==> src/rtl/ros_meas_pkg.sv <==
// ros_meas_pkg: shared types, the frame header constant and sizing helpers for the ring-oscillator measurement sequencer.
//   state_t   : sequencer states IDLE..DONE
//   HEADER    : 4-bit frame sync pattern, sent first
//   ch_width  : channel index width, max(1, clog2(n))
//   frame_len : serial frame length in bits
package ros_meas_pkg;

   typedef enum logic [2:0] {IDLE, CLEAR, GATE, SETTLE, LOAD, SHIFT, DONE} state_t;

   localparam logic [3:0] HEADER = 4'b1010;

   function automatic int ch_width(input int n);
      return (n > 1) ? $clog2(n) : 1;
   endfunction

   function automatic int frame_len(input int ch_w, input int cnt_w, input int par);
      return 4 + ch_w + cnt_w + par;
   endfunction

endpackage

==> src/rtl/ros_frame_shifter.sv <==
// ros_frame_shifter: parallel-load, MSB-first serializer for one measurement frame.
//   clk, reset : clock and asynchronous active-high reset
//   load       : capture frame_in and restart the bit count
//   shift      : advance one bit
//   frame_in   : frame to send, MSB first
//   data_out   : current bit (MSB of the shift register)
//   last       : the bit on data_out is the final bit of the frame
module ros_frame_shifter #(
   parameter int FRAME_W = 26
) (
   input  logic               clk,
   input  logic               reset,
   input  logic               load,
   input  logic               shift,
   input  logic [FRAME_W-1:0] frame_in,
   output logic               data_out,
   output logic               last
);

   localparam int CW = $clog2(FRAME_W);

   logic [FRAME_W-1:0] sr;
   logic [CW-1:0]      cnt;

   always_ff @(posedge clk or posedge reset) begin
      if (reset) begin
         sr  <= '0;
         cnt <= '0;
      end else if (load) begin
         sr  <= frame_in;
         cnt <= '0;
      end else if (shift) begin
         sr  <= {sr[FRAME_W-2:0], 1'b0};
         cnt <= cnt + 1'b1;
      end
   end

   assign data_out = sr[FRAME_W-1];
   assign last     = (cnt == CW'(FRAME_W - 1));

endmodule

==> src/rtl/ros_meas_sequencer.sv <==
// ros_meas_sequencer: clears the ring-oscillator counters, opens the gate for a programmed time, then streams one or all channel counts as serial frames.
//   clk, reset            : clock and asynchronous active-high reset
//   ena                   : enable; low aborts to IDLE on the next edge
//   start                 : measurement request, honoured in IDLE only
//   gate_cycles           : gate-open length (0 behaves as 1)
//   ch_select             : channel to report when all_channels = 0
//   all_channels          : report channels 0..NUM_CH-1 in order
//   cycle_counts          : packed channel counts, channel k at [k*COUNTER_LENGTH +: COUNTER_LENGTH]
//   gate, ctr_reset, busy : sequencing strobes
//   frame_valid, data_out : serial frame {HEADER, channel, count[, parity]}, MSB first
//   done                  : one-cycle completion pulse
// Build option: define ROS_MEAS_PARITY_EN to append an even-parity bit over channel and count.
module ros_meas_sequencer
   import ros_meas_pkg::*;
#(
   parameter int NUM_CH         = 4,
   parameter int COUNTER_LENGTH = 20,
   parameter int GATE_W         = 16,
   parameter int CLEAR_CYCLES   = 4,
   parameter int SETTLE_CYCLES  = 4,
   localparam int CH_W          = ch_width(NUM_CH)
) (
   input  logic                             clk,
   input  logic                             reset,
   input  logic                             ena,
   input  logic                             start,
   input  logic [GATE_W-1:0]                gate_cycles,
   input  logic [CH_W-1:0]                  ch_select,
   input  logic                             all_channels,
   input  logic [NUM_CH*COUNTER_LENGTH-1:0] cycle_counts,
   output logic                             gate,
   output logic                             ctr_reset,
   output logic                             busy,
   output logic                             frame_valid,
   output logic                             data_out,
   output logic                             done
);

`ifdef ROS_MEAS_PARITY_EN
   localparam int PAR = 1;
`else
   localparam int PAR = 0;
`endif

   localparam int FW   = frame_len(CH_W, COUNTER_LENGTH, PAR);
   localparam int CS_W = $clog2((CLEAR_CYCLES > SETTLE_CYCLES ? CLEAR_CYCLES : SETTLE_CYCLES) + 1);
   localparam int TW   = (GATE_W > CS_W) ? GATE_W : CS_W;

   localparam logic [TW-1:0]   CLR_LAST = TW'(CLEAR_CYCLES - 1);
   localparam logic [TW-1:0]   SET_LAST = TW'(SETTLE_CYCLES - 1);
   localparam logic [CH_W:0]   LAST_CH  = (CH_W + 1)'(NUM_CH - 1);

   state_t                    st, nxt;
   logic [TW-1:0]             tmr, gate_last;
   logic [GATE_W-1:0]         gate_q;
   logic [CH_W-1:0]           ch;
   logic                      all_q, more;
   logic [COUNTER_LENGTH-1:0] cnt_sel;
   logic [FW-1:0]             frame;
   logic                      sh_do, sh_last;

   // Timer counts from 0 in each timed state, so the exit compare is against length-1.
   assign gate_last = (gate_q == '0) ? '0 : TW'(gate_q) - TW'(1);
   assign more      = all_q && ({1'b0, ch} < LAST_CH);

   // Indices beyond the last real channel match no k and report a zero count.
   always_comb begin
      cnt_sel = '0;
      for (int k = 0; k < NUM_CH; k++)
         if ({1'b0, ch} == (CH_W + 1)'(k)) cnt_sel = cycle_counts[k*COUNTER_LENGTH +: COUNTER_LENGTH];
   end

`ifdef ROS_MEAS_PARITY_EN
   assign frame = {HEADER, ch, cnt_sel, ^{ch, cnt_sel}};
`else
   assign frame = {HEADER, ch, cnt_sel};
`endif

   always_ff @(posedge clk or posedge reset) begin
      if (reset) st <= IDLE;
      else       st <= nxt;
   end

   always_comb begin
      nxt         = st;
      gate        = 1'b0;
      ctr_reset   = 1'b0;
      busy        = (st != IDLE);
      frame_valid = 1'b0;
      done        = 1'b0;
      case (st)
         IDLE:    nxt = start ? CLEAR : IDLE;
         CLEAR:   begin ctr_reset = 1'b1; nxt = (tmr == CLR_LAST) ? GATE : CLEAR; end
         GATE:    begin gate = 1'b1; nxt = (tmr == gate_last) ? SETTLE : GATE; end
         SETTLE:  nxt = (tmr == SET_LAST) ? LOAD : SETTLE;
         LOAD:    nxt = SHIFT;
         SHIFT:   begin frame_valid = 1'b1; nxt = sh_last ? (more ? LOAD : DONE) : SHIFT; end
         DONE:    begin done = 1'b1; nxt = IDLE; end
         default: nxt = IDLE;
      endcase
      if (!ena) nxt = IDLE;
      data_out = frame_valid & sh_do;
   end

   always_ff @(posedge clk or posedge reset) begin
      if (reset) begin
         tmr    <= '0;
         gate_q <= '0;
         ch     <= '0;
         all_q  <= 1'b0;
      end else begin
         tmr <= (nxt != st) ? '0 : tmr + 1'b1;
         if (st == IDLE && ena && start) begin
            gate_q <= gate_cycles;
            ch     <= all_channels ? '0 : ch_select;
            all_q  <= all_channels;
         end else if (st == SHIFT && nxt == LOAD) begin
            ch <= ch + 1'b1;
         end
      end
   end

   ros_frame_shifter #(.FRAME_W(FW)) u_shifter (
      .clk      (clk),
      .reset    (reset),
      .load     (st == LOAD),
      .shift    (st == SHIFT),
      .frame_in (frame),
      .data_out (sh_do),
      .last     (sh_last)
   );

endmodule

==> config.mk <==
export PLATFORM = sky130hd
export DESIGN_NAME = ros_meas_sequencer
export DESIGN_NICKNAME = d
export VERILOG_FILES = /design/src/rtl/ros_meas_pkg.sv /design/src/rtl/ros_frame_shifter.sv /design/src/rtl/ros_meas_sequencer.sv
export SDC_FILE = /design/constraint.sdc
export NUM_CORES = 1
export LEC_CHECK = 0
export CAP_MARGIN = 20
export CORE_AREA = 2 2 111 86
export DETAILED_ROUTE_END_ITERATION = 12
export DIE_AREA = 0 0 113 88
export PLACE_DENSITY = 0.84
export SKIP_LAST_GASP = 1
export SLEW_MARGIN = 20
export SYNTH_ARGS = -nofsm -noshare
export SYNTH_HDL_FRONTEND = slang
export SYNTH_SLANG_ARGS = --single-unit
==> constraint.sdc <==
create_clock -name clk -period 8.6 [get_ports clk]
set_clock_uncertainty 0.1 [all_clocks]
set_input_delay 0.86 -clock clk [delete_from_list [all_inputs] [get_ports clk]]
set_output_delay 0.86 -clock clk [all_outputs]
set_load 0.1 [all_outputs]
Word-level counts from Yosys, hierarchy flattened
Index checks and enable logic that the tools add are counted.
{"block": "word_totals", "reg_bits": 69, "elab_cells": 62, "out_inout_bits": 6}
{"block": "classes", "bitwise_logic": 1, "n_addsub": 4, "n_reduce_logical": 10, "n_eq_ne": 14, "mux": 25, "n_lt_le_gt_ge": 1}
{"cell": "20-bit two-way mux", "n": 4}
{"cell": "26-bit two-way mux", "n": 2}
{"cell": "16-bit two-way mux", "n": 2}
{"cell": "3-bit case mux with 6 select lines", "n": 1}
{"cell": "16-bit by 1-bit adder with 16-bit output (second input constant)", "n": 1}
{"cell": "16-bit equality test", "n": 1}
{"cell": "16-bit by 2-bit equality test with 1-bit output (second input constant)", "n": 1}
{"cell": "16-bit logical NOT", "n": 1}
{"cell": "16-bit by 1-bit subtractor with 16-bit output (second input constant)", "n": 1}
{"cell": "3-bit equality test (second input constant)", "n": 4}
{"cell": "2-bit two-way mux", "n": 6}
{"cell": "5-bit two-way mux", "n": 2}
{"cell": "3-bit by 2-bit equality test with 1-bit output (second input constant)", "n": 2}
{"cell": "1-bit two-way mux", "n": 6}
{"cell": "3-bit two-way mux", "n": 2}
{"cell": "5-bit by 1-bit adder with 5-bit output (second input constant)", "n": 1}
{"cell": "5-bit equality test (second input constant)", "n": 1}
{"cell": "2-bit equality test (second input constant)", "n": 2}
{"cell": "1-bit logical AND", "n": 4}
{"cell": "2-bit nonzero test", "n": 2}
{"cell": "3-bit by 1-bit equality test with 1-bit output (second input constant)", "n": 1}
{"cell": "3-bit logical NOT", "n": 1}
{"cell": "3-bit inequality test", "n": 1}
{"cell": "3-bit nonzero test", "n": 1}
{"cell": "5 further kinds", "n": 5}

Logic depth before layout (Yosys ltp)
{"block": "depth", "word_depth": 10, "ltp_mapped": 13, "ltp_nobuf": 10}

By module
From an unflattened synthesis, not the netlist that was laid out.
{"block": "unflattened", "cells_unflattened": 589, "area_unflattened_um2": 4993.5}
{"mod": "ros_meas_sequencer", "seq_area_each_um2": 950.9, "area_per_inst_um2": 3477.1, "instances": 1, "cells_each": 449}
{"mod": "ros_frame_shifter", "seq_area_each_um2": 775.7, "area_per_inst_um2": 1516.5, "instances": 1, "cells_each": 140}

Worst setup path before layout
No wires, ideal clock.
{"block": "synth_timing", "path_kind": "reg-to-reg", "startpoint": "register st[0]", "endpoint": "register tmr[10]", "path_slack_ps": 4041, "setup_time_ps": 133, "arrival_time_ps": 4327, "t_required_ps": 8367, "path_stages_with_launch": 9, "path_cell_list": "dfrtp_1 > clkbuf_1 > nor3b_1 > o221ai_1 > a2111oi_2 > nand4_1 > o211ai_2 > buf_6 > a21oi_1"}
{"block": "synth_via", "elab_chain_len": 5, "word_cells_on_any_way": 10, "classes_between": "6 x eq/ne; 3 x mux; 1 x reduce/logical"}
{"element": "start, declared", "line_no": "ros_meas_sequencer.sv:53", "source": "state_t st, nxt;"}
{"element": "start signal, assigned", "line_no": "ros_meas_sequencer.sv:81", "source": "else st <= nxt;"}
{"element": "3-bit equality test (tied with other cells)", "line_no": "ros_meas_sequencer.sv:91", "source": "case (st)"}
{"element": "3-bit case mux with 6 select lines", "line_no": "ros_meas_sequencer.sv:91"}
{"element": "3-bit two-way mux", "line_no": "ros_meas_sequencer.sv:101", "source": "if (!ena) nxt = IDLE;"}
{"element": "3-bit inequality test *", "line_no": "ros_meas_sequencer.sv:112", "source": "tmr <= (nxt != st) ? '0 : tmr + 1'b1;"}
{"element": "16-bit two-way mux *", "line_no": "ros_meas_sequencer.sv:112"}
{"element": "end signal, assigned", "line_no": "ros_meas_sequencer.sv:112"}
{"element": "end, declared", "line_no": "ros_meas_sequencer.sv:54", "source": "logic [TW-1:0] tmr, gate_last;"}
Every way passes the cells marked *; elsewhere a longest branch is shown, timed or not.
A chain may end at the register's enable or synchronous reset.

Worst setup path after layout
{"block": "layout_timing", "startpoint": "register gate_q[0]", "endpoint": "register tmr[1]"}
{"block": "layout_via", "elab_chain_len": 8, "word_cells_on_any_way": 9, "classes_between": "1 x add/sub; 2 x eq/ne; 5 x mux; 1 x reduce/logical"}
{"element": "start, declared", "line_no": "ros_meas_sequencer.sv:55", "source": "logic [GATE_W-1:0] gate_q;"}
{"element": "start signal, assigned", "line_no": "ros_meas_sequencer.sv:114", "source": "gate_q <= gate_cycles;"}
{"element": "16-bit by 1-bit subtractor with 16-bit output or 16-bit logical NOT (tied branches)", "line_no": "ros_meas_sequencer.sv:63", "source": "assign gate_last = (gate_q == '0) ? '0 : TW'(gate_q) - TW'(1);"}
{"element": "16-bit two-way mux *", "line_no": "ros_meas_sequencer.sv:63"}
{"element": "16-bit equality test *", "line_no": "ros_meas_sequencer.sv:94", "source": "GATE: begin gate = 1'b1; nxt = (tmr == gate_last) ? SETTLE : GATE; end"}
{"element": "1-bit two-way mux *", "line_no": "ros_meas_sequencer.sv:94"}
{"element": "3-bit case mux with 6 select lines *", "line_no": "ros_meas_sequencer.sv:91"}
{"element": "3-bit two-way mux *", "line_no": "ros_meas_sequencer.sv:101"}
{"element": "3-bit inequality test *", "line_no": "ros_meas_sequencer.sv:112"}
{"element": "16-bit two-way mux *", "line_no": "ros_meas_sequencer.sv:112"}
Marked as above.

==> flow_summary_export.csv <==
group,metric,value,unit
pwr,finalPower,1.26,mW
sta,slew_headroom,32.7,%
final_layout,drive_above_1_share,7.16,%
drt,drt_iter0_drc,283,
yosys,synth_nets,702,
floorplan,core_area,8860,sq um
yosys,synth-edff-count,0,
hold_path,hold-path-cell-count,2,
yosys,synthFlopType,"dfrtp_1",
setup_path,cp-end-kind,"flip-flop",
final_layout,syn_to_final_growth,28.3,%
drt,viasPerCell,5.92,
setup_path,reg2reg_to,"tmr[1]",
setup_path,r2r-start,"gate_q[0]",
final_layout,diodes,0,
global_routing,grt_max_degree,70,
setup_path,cp_data_required_time,8.67,ns
global_routing,grt_pass1_wl,20400,um
place,port_buffers,108,
outcome,status,"completed",
drt,wl,12400,um
pwr,powerDensity,208,nW/um^2
yosys,avgSynthCellArea,8.01,sq um
setup_path,start_kind,"flip-flop",
yosys,yosys_warnings,0,
sta,tns,0,ns
sta,holdWs,0.361,ns
setup_path,worstPathMaxFanout,16,
pwr,p_leak,2.45,nW
global_routing,gr-total-overflow,0,
floorplan,io_pins,109,
sta,drv_slew,0,
global_routing,grt_pass1_vias,4260,
place,dp_cells,766,
drt,drc,0,
setup_path,r2r_setup_slack,4.65,ns
sta,final.period_utilization,46.0,%
clock_network,numCtsBuffers,9,
hold_path,hp-class,"flip-flop to flip-flop",
yosys,yosysSeqAreaShare,36.5,%
final_layout,layout.cells.non_filler,782,
clock_network,htree_levels,3,
yosys,netlist_area,4730,sq um
run,maxCapViolations,0,
global_routing,antenna_found_initial,0,
floorplan,die_h,88,um
place,dp_hpwl,9040,um
setup_path,rr_worst_depth,10,
drt,vias,4628,
pwr,peakVddDrop,0.174,mV
final_layout,fin_nets,776,
sta,rsz0062_at_grt,"no",
clock_network,root_buffer,"clkbuf_16",
yosys,synthArstFlopShare,100,%
clock_network,post-cts-setup-buffers,0,
hold_path,min_from,"u_shifter.sr[22]",
hold_path,min_to,"u_shifter.sr[22]",
sta,worstMarginPinSlew,1.01,ns
sta,min_period,3.95,ns
sta,hold_violations,0,
floorplan,num_rows,30,
clock_network,cts_tree,"done",
yosys,ys_ff_latch,69,
clock_network,clk_path_buf_depth,2,
drt,firstDrtPassIters,5,
setup_path,path_class,"flip-flop to flip-flop",
final_layout,final_common_cell,"clkdlybuf4s50_1",
global_routing,grt_use_total,25.6,%
drt,routedWlPerCell,15.8,um
place,routabilityCongestion,0.952,
floorplan,chipWidth,113,um
clock_network,clk_latency,0.33,ns
floorplan,dieArea,9940,sq um
final_layout,final_cell_mix,"clkdlybuf4s50_1 (108), a21oi_1 (107), nand2_1 (69), dfrtp_1 (69), nor2_1 (55)",
yosys,synthCells,591,
floorplan,start_util,53.4,%
sta,setup_viol,0,
clock_network,hold_buffers,0,
clock_network,path_clk_slew,0.05,ns
clock_network,clock_sinks,69,
yosys,synth.distinct_cells,59,
sta,max_freq,253,MHz
setup_path,arrival,4.02,ns
clock_network,cts_resized,0,
drt,postRouteAntennaNets,0,
synth_stat cells, drive strengths merged (4+ instances only):
cell    number  area share, %
clkbuf      36            2.9
nand4       10            1.3
inv         16            1.3
nand3b      19            3.0
a31oi        4           0.53
mux2        17            4.0
o21ai       31            3.3
ha           8            2.1
mux2i        9            1.9
or4          6            1.1
nand2       69            5.5
buf         13            1.4
and3         8            1.1
xor2        14            2.6
nor3         7           0.74
nor2        55            4.4
a21oi      107             11
dfrtp       69             36
xnor2       11            2.0
nand3       14            1.5
nand2b       4           0.53
nor4        10            1.7
o31ai        4           0.63
cell type report:
class	instances	area (sq um)
clock buffers	12	236
multi-input cells	457	2750
repair buffers	112	1110
flip-flops and latches	69	1730
fillers	711	2790
clock inverters	4	48.8
well taps	112	140
inverters	16	60.1
report_power, final:
| group | internal, mW | switching, mW |
|---|---|---|
| logic | 0.204 | 0.242 |
| registers | 0.381 | 0.0794 |
| clock network | 0.224 | 0.133 |
worst max path at each step:
| stage | slack (ns) | to | cells after the start | from |
|---|---|---|---|---|
| 2_1_floorplan | 4.04 | tmr[10] | 8 | st[0] |
| 3_3_place_gp | 5.03 | tmr[1] | 9 | gate_q[0] |
| 3_5_place_dp | 4.82 | tmr[1] | 9 | gate_q[0] |
| 4_1_cts | 4.77 | tmr[1] | 9 | gate_q[0] |
| 5_1_grt | 4.28 | tmr[4] | 10 | gate_q[0] |
| 6_report | 4.65 | tmr[1] | 10 | gate_q[0] |
worst max-delay path, cell delays in order, from the launching register on:
cell and delay, ns:
dfrtp_1 0.47, inv_1 0.09, ha_1 0.29, nor3b_1 0.72
nand4_1 0.48, nor2_1 0.21, o221ai_1 0.14, a2111oi_2 0.32
nand4_1 0.18, o211ai_2 0.61, a21boi_0 0.18
cell families (layout without fill, tap and decap cells):
group	count (synthesis)	after routing	synth area share (%)
simple gates	222	222	23.9
xor+xnor	25	25	4.63
flops	69	69	36.5
buf+inv	65	144	5.52
fa+ha+maj	9	9	2.33
compound gates	175	175	21.2
mux	26	26	5.95
flip-flops by register name, summed over array words and instances, names as in the netlist:
register / flops
gate_q: 16
u_shifter.cnt: 5
all_q: 1
tmr: 16
ch: 2
u_shifter.sr: 26
st: 3
per-layer routing:
layer  routed length, um  vias to the layer above  share of wire [%]  global-route usage [%]
met2                5710                      160                 46                    40.6
met1                5760                     2200                 46                    36.2
met5                   0                        -                  0                       0
met3                 712                       18                5.7                    4.91
li1                    -                     2250                  -                       -
met4                 206                        0                1.7                    7.54
stage by stage:
step / utilization, % / instance area, sq um / setup slack (ns)
global placement: 65.3 / 5780 / 5.03
floorplan: - / 4730 / 4.04
global route: 68.6 / 6070 / 4.28
detailed placement: 65.3 / 5790 / 4.82
CTS: 68.5 / 6070 / 4.77
finish: 68.6 / 6070 / 4.65
Note: power is estimated with default switching activity, not from simulation.
